## config.mk

```make
export PLATFORM = sky130hd
export DESIGN_NAME = instr_imm_split_stage_flat
export DESIGN_NICKNAME = d
export VERILOG_FILES = /design/src/rtl/instr_imm_split_stage_pkg.sv /design/src/rtl/instr_imm_split_stage_if.sv /design/src/rtl/instr_imm_split_stage_field_split.sv /design/src/rtl/instr_imm_split_stage.sv /design/src/flat_wrapper.sv
export SDC_FILE = /design/constraint.sdc
export NUM_CORES = 1
export LEC_CHECK = 0
export ABC_AREA = 0
export CAP_MARGIN = 0
export CORE_UTILIZATION = 45
export CTS_CLUSTER_SIZE = 40
export DETAILED_ROUTE_END_ITERATION = 12
export GPL_TIMING_DRIVEN = 0
export PLACE_DENSITY_LB_ADDON = 0.2
export SLEW_MARGIN = 20
export SYNTH_ARGS = -nofsm -noshare
export SYNTH_HDL_FRONTEND = slang
export SYNTH_SLANG_ARGS = --single-unit
```

## constraint.sdc

```tcl
create_clock -name clk -period 1.4 [get_ports clk]
set_input_delay 0.28 -clock clk [delete_from_list [all_inputs] [get_ports clk]]
set_output_delay 0.28 -clock clk [all_outputs]
set_load 0.005 [all_outputs]
```

## src/rtl/instr_imm_split_stage_pkg.sv

```systemverilog
// Shared ISA field positions, widths, state encoding and bundles
// for the immediate-split decode stage.
package instr_imm_split_stage_pkg;

    localparam int INSTR_W = 32;
    localparam int IMM_W   = 17;
    localparam int PC_W    = 32;

    localparam int OPC_HI  = 31;
    localparam int OPC_LO  = 28;
    localparam int I27_BIT = 27;
    localparam int RS_HI   = 26;
    localparam int RS_LO   = 22;
    localparam int RT_HI   = 21;
    localparam int RT_LO   = 17;
    localparam int IMM_HI  = 16;
    localparam int OFS_HI  = 15;

    typedef enum logic [1:0] {
        ST_EMPTY = 2'd0,
        ST_ONE   = 2'd1,
        ST_TWO   = 2'd2
    } state_t;

    typedef struct packed {
        logic [3:0]       opcode;
        logic             i27;
        logic [4:0]       rs;
        logic [4:0]       rt;
        logic [IMM_W-1:0] i_type;
        logic [IMM_W-1:0] mem_type;
    } fields_t;

    typedef struct packed {
        fields_t         f;
        logic [PC_W-1:0] pc;
    } entry_t;

endpackage

```

## src/rtl/instr_imm_split_stage_if.sv

```systemverilog
// Fetch-side and operand-side handshake bundle for the
// immediate-split stage; master drives, slave is the stage.
interface instr_imm_split_stage_if
    import instr_imm_split_stage_pkg::*;
();

    logic               in_valid;
    logic               in_ready;
    logic [INSTR_W-1:0] instr;
    logic [PC_W-1:0]    pc_in;

    logic               out_valid;
    logic               out_ready;
    logic [3:0]         opcode;
    logic               I27;
    logic [4:0]         rs;
    logic [4:0]         rt;
    logic [IMM_W-1:0]   I_type;
    logic [IMM_W-1:0]   mem_type;
    logic [PC_W-1:0]    pc_out;

    modport master (
        output in_valid, instr, pc_in, out_ready,
        input  in_ready, out_valid, opcode, I27,
        input  rs, rt, I_type, mem_type, pc_out
    );

    modport slave (
        input  in_valid, instr, pc_in, out_ready,
        output in_ready, out_valid, opcode, I27,
        output rs, rt, I_type, mem_type, pc_out
    );

endinterface

```

## src/rtl/instr_imm_split_stage_field_split.sv

```systemverilog
// Pure combinational split of a raw instruction into
// opcode, register and both immediate candidates.
module instr_field_split
    import instr_imm_split_stage_pkg::*;
(
    input  logic [INSTR_W-1:0] instr,
    output fields_t            fields
);

    always_comb begin
        fields.opcode   = instr[OPC_HI:OPC_LO];
        fields.i27      = instr[I27_BIT];
        fields.rs       = instr[RS_HI:RS_LO];
        fields.rt       = instr[RT_HI:RT_LO];
        fields.i_type   = instr[IMM_HI:0];
        fields.mem_type = {instr[OFS_HI], instr[OFS_HI:0]};
    end

endmodule

```

## src/rtl/instr_imm_split_stage.sv

```systemverilog
// Two-entry skid-buffered decode stage producing the
// immediate mux inputs; ready and valid are registered.
module instr_imm_split_stage
    import instr_imm_split_stage_pkg::*;
(
    input logic clk,
    input logic rst_n,
    input logic flush,
    instr_imm_split_stage_if.slave bus
);

    state_t  state;
    entry_t  main_q;
    entry_t  skid_q;
    entry_t  incoming;
    fields_t split;
    logic    in_rdy;
    logic    out_vld;
    logic    in_xfer;
    logic    out_xfer;

    instr_field_split u_split (
        .instr  (bus.instr),
        .fields (split)
    );

    assign incoming = {split, bus.pc_in};
    assign in_xfer  = bus.in_valid & in_rdy;
    assign out_xfer = out_vld & bus.out_ready;

    always_ff @(posedge clk) begin
        if (!rst_n) begin
            state   <= ST_EMPTY;
            main_q  <= '0;
            skid_q  <= '0;
            in_rdy  <= 1'b1;
            out_vld <= 1'b0;
        end else if (flush) begin
            state   <= ST_EMPTY;
            in_rdy  <= 1'b1;
            out_vld <= 1'b0;
        end else begin
            unique case (state)
                ST_EMPTY: begin
                    if (in_xfer) begin
                        main_q  <= incoming;
                        state   <= ST_ONE;
                        out_vld <= 1'b1;
                    end
                end
                ST_ONE: begin
                    if (in_xfer && out_xfer) begin
                        main_q <= incoming;
                    end else if (in_xfer) begin
                        skid_q <= incoming;
                        state  <= ST_TWO;
                        in_rdy <= 1'b0;
                    end else if (out_xfer) begin
                        state   <= ST_EMPTY;
                        out_vld <= 1'b0;
                    end
                end
                ST_TWO: begin
                    // skid entry is older than anything fetch can send next
                    if (out_xfer) begin
                        main_q <= skid_q;
                        state  <= ST_ONE;
                        in_rdy <= 1'b1;
                    end
                end
                default: begin
                    state   <= ST_EMPTY;
                    in_rdy  <= 1'b1;
                    out_vld <= 1'b0;
                end
            endcase
        end
    end

    assign bus.in_ready  = in_rdy;
    assign bus.out_valid = out_vld;
    assign bus.opcode    = main_q.f.opcode;
    assign bus.I27       = main_q.f.i27;
    assign bus.rs        = main_q.f.rs;
    assign bus.rt        = main_q.f.rt;
    assign bus.I_type    = main_q.f.i_type;
    assign bus.mem_type  = main_q.f.mem_type;
    assign bus.pc_out    = main_q.pc;

endmodule

```

## src/flat_wrapper.sv

```systemverilog
// flat-port wrapper written by rule: the top's interface ports become plain ports
module instr_imm_split_stage_flat import instr_imm_split_stage_pkg::*;
  (clk, rst_n, flush, bus_in_valid, bus_instr, bus_pc_in, bus_out_ready, bus_in_ready, bus_out_valid, bus_opcode, bus_I27, bus_rs, bus_rt, bus_I_type, bus_mem_type, bus_pc_out);
  instr_imm_split_stage_if bus_i ();
  input logic clk;
  input logic rst_n;
  input logic flush;
  input wire logic [$bits(bus_i.in_valid)-1:0] bus_in_valid;
  input wire logic [$bits(bus_i.instr)-1:0] bus_instr;
  input wire logic [$bits(bus_i.pc_in)-1:0] bus_pc_in;
  input wire logic [$bits(bus_i.out_ready)-1:0] bus_out_ready;
  output wire logic [$bits(bus_i.in_ready)-1:0] bus_in_ready;
  output wire logic [$bits(bus_i.out_valid)-1:0] bus_out_valid;
  output wire logic [$bits(bus_i.opcode)-1:0] bus_opcode;
  output wire logic [$bits(bus_i.I27)-1:0] bus_I27;
  output wire logic [$bits(bus_i.rs)-1:0] bus_rs;
  output wire logic [$bits(bus_i.rt)-1:0] bus_rt;
  output wire logic [$bits(bus_i.I_type)-1:0] bus_I_type;
  output wire logic [$bits(bus_i.mem_type)-1:0] bus_mem_type;
  output wire logic [$bits(bus_i.pc_out)-1:0] bus_pc_out;
  assign bus_i.in_valid = bus_in_valid;
  assign bus_i.instr = bus_instr;
  assign bus_i.pc_in = bus_pc_in;
  assign bus_i.out_ready = bus_out_ready;
  assign bus_in_ready = bus_i.in_ready;
  assign bus_out_valid = bus_i.out_valid;
  assign bus_opcode = bus_i.opcode;
  assign bus_I27 = bus_i.I27;
  assign bus_rs = bus_i.rs;
  assign bus_rt = bus_i.rt;
  assign bus_I_type = bus_i.I_type;
  assign bus_mem_type = bus_i.mem_type;
  assign bus_pc_out = bus_i.pc_out;
  instr_imm_split_stage u_core (.clk(clk), .rst_n(rst_n), .flush(flush), .bus(bus_i));
endmodule
```

==> results.py <==
metrics = {
    "place": {
        "io_buffers": 151,
        "gp_congestion": 0.809,
        "dpl_cell_area_mm2": 0.00856,
        "hpwl_um": 13300,
    },
    "power": {
        "p_switching_mw": 2.79,
        "power.share.switching_pct": 26.5,
        "p_leak_nw": 4.33,
        "internal_power_mw": 7.74,
        "combPwrFrac_pct": 20.7,
        "p_total_mw": 10.5,
        "powerDensity_mw_per_mm2": 976,
        "ir_drop_uv": 932,
        "seqPwrFrac_pct": 38.8,
        "pwr-share-clk_pct": 40.4,
    },
    "critical_path": {
        "startpoint_type": "flip-flop",
        "worstSetupEndpointType": "flip-flop",
        "critPathArrivalTime_ns": 1.96,
        "ff2ff_path_depth": 7,
        "worst-setup-path-type": "reg -> reg",
        "path_max_fanout": 10,
        "reg2reg_slack_ns": -0.27,
        "cp.required_ns": 1.68,
        "r2r-start": "u_core.state[1]$_SDFFE_PP0P_",
        "reg2reg_to": "u_core.bus.pc_out[14]$_SDFFE_PN0P_",
    },
    "global_route": {
        "antenna_found_initial": 0,
        "use_met1_pct": 36.0,
        "grt_use_met2_pct": 48.8,
        "grt_use_met3_pct": 5.57,
        "busiest_layer": "met2",
        "grt_pass1_vias": 6232,
        "grt_max_degree": 17,
        "overflow": 0,
        "track_usage_pct": 28.9,
        "grt_pass1_wl_um": 32600,
    },
    "sta": {
        "maxSlewHeadroom_pct": 49.2,
        "tightestPinTransition_ns": 0.763,
        "period_minus_slack_ns": 1.67,
        "post-route-period-util_pct": 119,
        "fin_setup_tns_ns": -13.69,
        "finalMaxSlewViolations": 0,
        "rsz0062_at_grt": "true",
        "fmax_mhz": 599,
        "clock_skew_ns": 0.00496,
        "setup_violations": 124,
        "worst_slack_ns": -0.270,
        "final_hold_viol_count": 0,
        "holdWs_ns": 0.418,
    },
    "clocking": {
        "clk_latency_ns": 0.42,
        "numCtsBuffers": 17,
        "cts_root_buffer": "clkbuf_16",
        "htreeDepth": 4,
        "cts_tree": "built",
        "clkSinkCount": 132,
        "cts.clk_slew.worst_paths_ns": 0.06,
        "clk_path_buf_depth": 2,
        "hold_buffers": 0,
    },
    "detailed_routing": {
        "drc_errors": 0,
        "drtIter0Drc": 500,
        "drt-pass1-iter-count": 5,
        "num_vias": 6382,
        "wl_per_cell_um": 21.2,
        "viasPerCell": 6.05,
        "postRouteAntennaNets": 0,
        "routed_wirelength_um": 22300,
    },
    "cells_and_area": {
        "final_area_mm2": 0.0108,
        "post-route-util_pct": 78.0,
        "fin_nets": 932,
        "drive_gt1_share_pct": 48.7,
        "synthToLayoutAreaGrowth_pct": 69.7,
        "nFillCells": 845,
        "diodes": 0,
    },
    "logic_synthesis": {
        "yosysWarnings": 0,
        "netlist_instances": 647,
        "avgSynthCellArea_um2": 9.82,
        "ys_seq_area_share_pct": 41.6,
        "muxShareOfSynthArea_pct": 10.1,
        "synth_top_family_by_area": "compound AO/OA/AOI/OAI gates",
        "yosysUniqueCellTypes": 31,
        "synth_top_flop_cell": "dfxtp_1",
        "synth_most_common_cell": "dfxtp_1",
        "yosys.area_share.simple_pct": 6.34,
        "yosysTopAreaCell": "dfxtp_1",
        "syn-num-nets": 716,
        "synth_area_leaders": "dfxtp_1, a211oi_2, mux2i_1",
        "synth_compound_area_share_pct": 32.8,
        "synth_fa_ha_area_share_pct": 0,
        "ys_ff_latch": 132,
        "netlist_area_mm2": 0.00635,
        "synth_edf_count": 0,
        "async_flop_share_pct": 0,
        "synth_common_cells": "dfxtp_1, a21oi_1, a221oi_1, nand3_1",
        "yosys.area_share.xor_xnor_pct": 0,
        "synth_top_area_share_pct": 41.6,
    },
    "floorplan": {
        "io_pins": 152,
        "die-area_mm2": 0.0146,
        "die_w_um": 121,
        "coreArea_mm2": 0.0138,
        "die_h_um": 121,
        "num_rows": 43,
        "start_util_pct": 46.0,
    },
    "outcome": {
        "violations": "negative setup slack",
        "status": "finished with violations",
    },
    "min_path": {
        "hp-class": "in -> reg",
        "hold_depth": 2,
        "hp-start": "bus_out_ready",
        "min_to": "u_core.state[1]$_SDFFE_PP0P_",
    },
    "run": {
        "max_cap_viol_count": 0,
    },
}
[power by group through the flow]
stage | sequential [mW] | clock, mW | combinational, mW
floorplan | 4.12 | 0 | 0.961
global placement | 4.13 | 0 | 1.71
detailed placement | 4.13 | 0 | 1.75
CTS | 4.06 | 4.25 | 1.98
global route | 4.10 | 4.45 | 2.30
finish | 4.09 | 4.26 | 2.18
[layout by cell type (no fill, tap or decap), types with 9 or more instances in the layout]
cell,netlist,final
dfxtp_1,132,78
a21oi_1,68,68
dlygate4sd2_1,0,67
nand3_1,65,65
clkdlybuf4s50_1,0,65
a211oi_2,60,64
buf_4,20,58
dfxtp_2,0,51
a221oi_2,0,48
mux2i_1,64,38
o21ai_2,0,33
buf_6,7,26
clkbuf_16,0,26
buf_12,0,23
o21ai_1,0,20
a221oi_4,0,16
clkbuf_2,0,14
mux2i_4,0,14
mux2i_2,0,12
clkdlybuf4s15_1,0,11
clkbuf_8,0,10
o21ai_0,64,10
clkbuf_1,34,10
buf_8,0,9
[state kept, by name, summed over array words and instances (netlist names)]
signal / flops
u_core.skid_q: 64
u_core.bus.in_ready: 1
u_core.bus.I_type: 1
u_core.bus.opcode: 4
u_core.bus.rs: 5
u_core.bus.I27: 1
u_core.bus.mem_type: 16
u_core.bus.rt: 5
u_core.state: 2
u_core.bus.out_valid: 1
u_core.bus.pc_out: 32
[critical path, cell delays in order (launching register included)]
cell and delay [ns]:
dfxtp_2 0.33, buf_6 0.12, and4b_2 0.24, buf_4 0.15, buf_12 0.15, buf_12 0.16
a221oi_2 0.30, a211oi_2 0.10
[layout make-up]
| type | count | area, µm² | share of cell area (%) |
|---|---|---|---|
| Timing Repair Buffer | 201 | 2030 | 18.8 |
| Inverter | 3 | 11.3 | 0.104 |
| Multi-Input combinational cell | 409 | 4140 | 38.4 |
| Clock inverter | 3 | 15.0 | 0.139 |
| Sequential cell | 132 | 2720 | 25.2 |
| Clock buffer | 28 | 547 | 5.07 |
| Buffer | 99 | 1100 | 10.2 |
| Tap cell | 180 | 225 | 2.09 |
[cell families (layout without fill, tap and decap cells)]
family          after synthesis  in the layout
compound gates              270            270
flops                       132            132
buf+inv                     106            334
simple gates                 75             75
mux                          64             64
[routing by layer]
| layer | routed length [µm] | up-vias | share of wire (%) |
|---|---|---|---|
| met5 | 0 | - | 0 |
| met4 | 628 | 0 | 2.8 |
| met3 | 1070 | 50 | 4.8 |
| met2 | 11200 | 223 | 50 |
| met1 | 9460 | 3163 | 42 |
| li1 | - | 2946 | - |
[worst max-delay path by stage]
stage                                      startpoint                                   to  depth (start not counted)
global placement                         bus_in_valid        u_core.skid_q[8]$_SDFFE_PN0P_                          6
CTS                 u_core.bus.out_valid$_SDFFE_PP0P_    u_core.bus.opcode[0]$_SDFFE_PN0P_                          7
detailed placement                       bus_in_valid       u_core.skid_q[26]$_SDFFE_PN0P_                          6
finish                   u_core.state[1]$_SDFFE_PP0P_   u_core.bus.pc_out[14]$_SDFFE_PN0P_                          7
floorplan           u_core.bus.out_valid$_SDFFE_PP0P_  u_core.bus.mem_type[0]$_SDFFE_PN0P_                          6
global route             u_core.state[1]$_SDFFE_PP0P_   u_core.bus.pc_out[14]$_SDFFE_PN0P_                          7
[per-stage QoR]
stage                     std cells  setup WS (ns)
final                          1055         -0.270
after global routing           1055         -0.265
after CTS                      1047         -0.216
after detailed placement        978         -0.910
after global placement          978         -0.798
after floorplan                 647        -0.0146
[repair_timing]
| item | in CTS | in global routing |
|---|---|---|
| pin swaps | 18 | 15 |
| setup endpoints to repair | 215 | 140 |
| gates resized for setup | 353 | 152 |
| gates cloned | 6 | 8 |
| buffers inserted | 33 | 8 |
(Power assumes the default switching activity.)
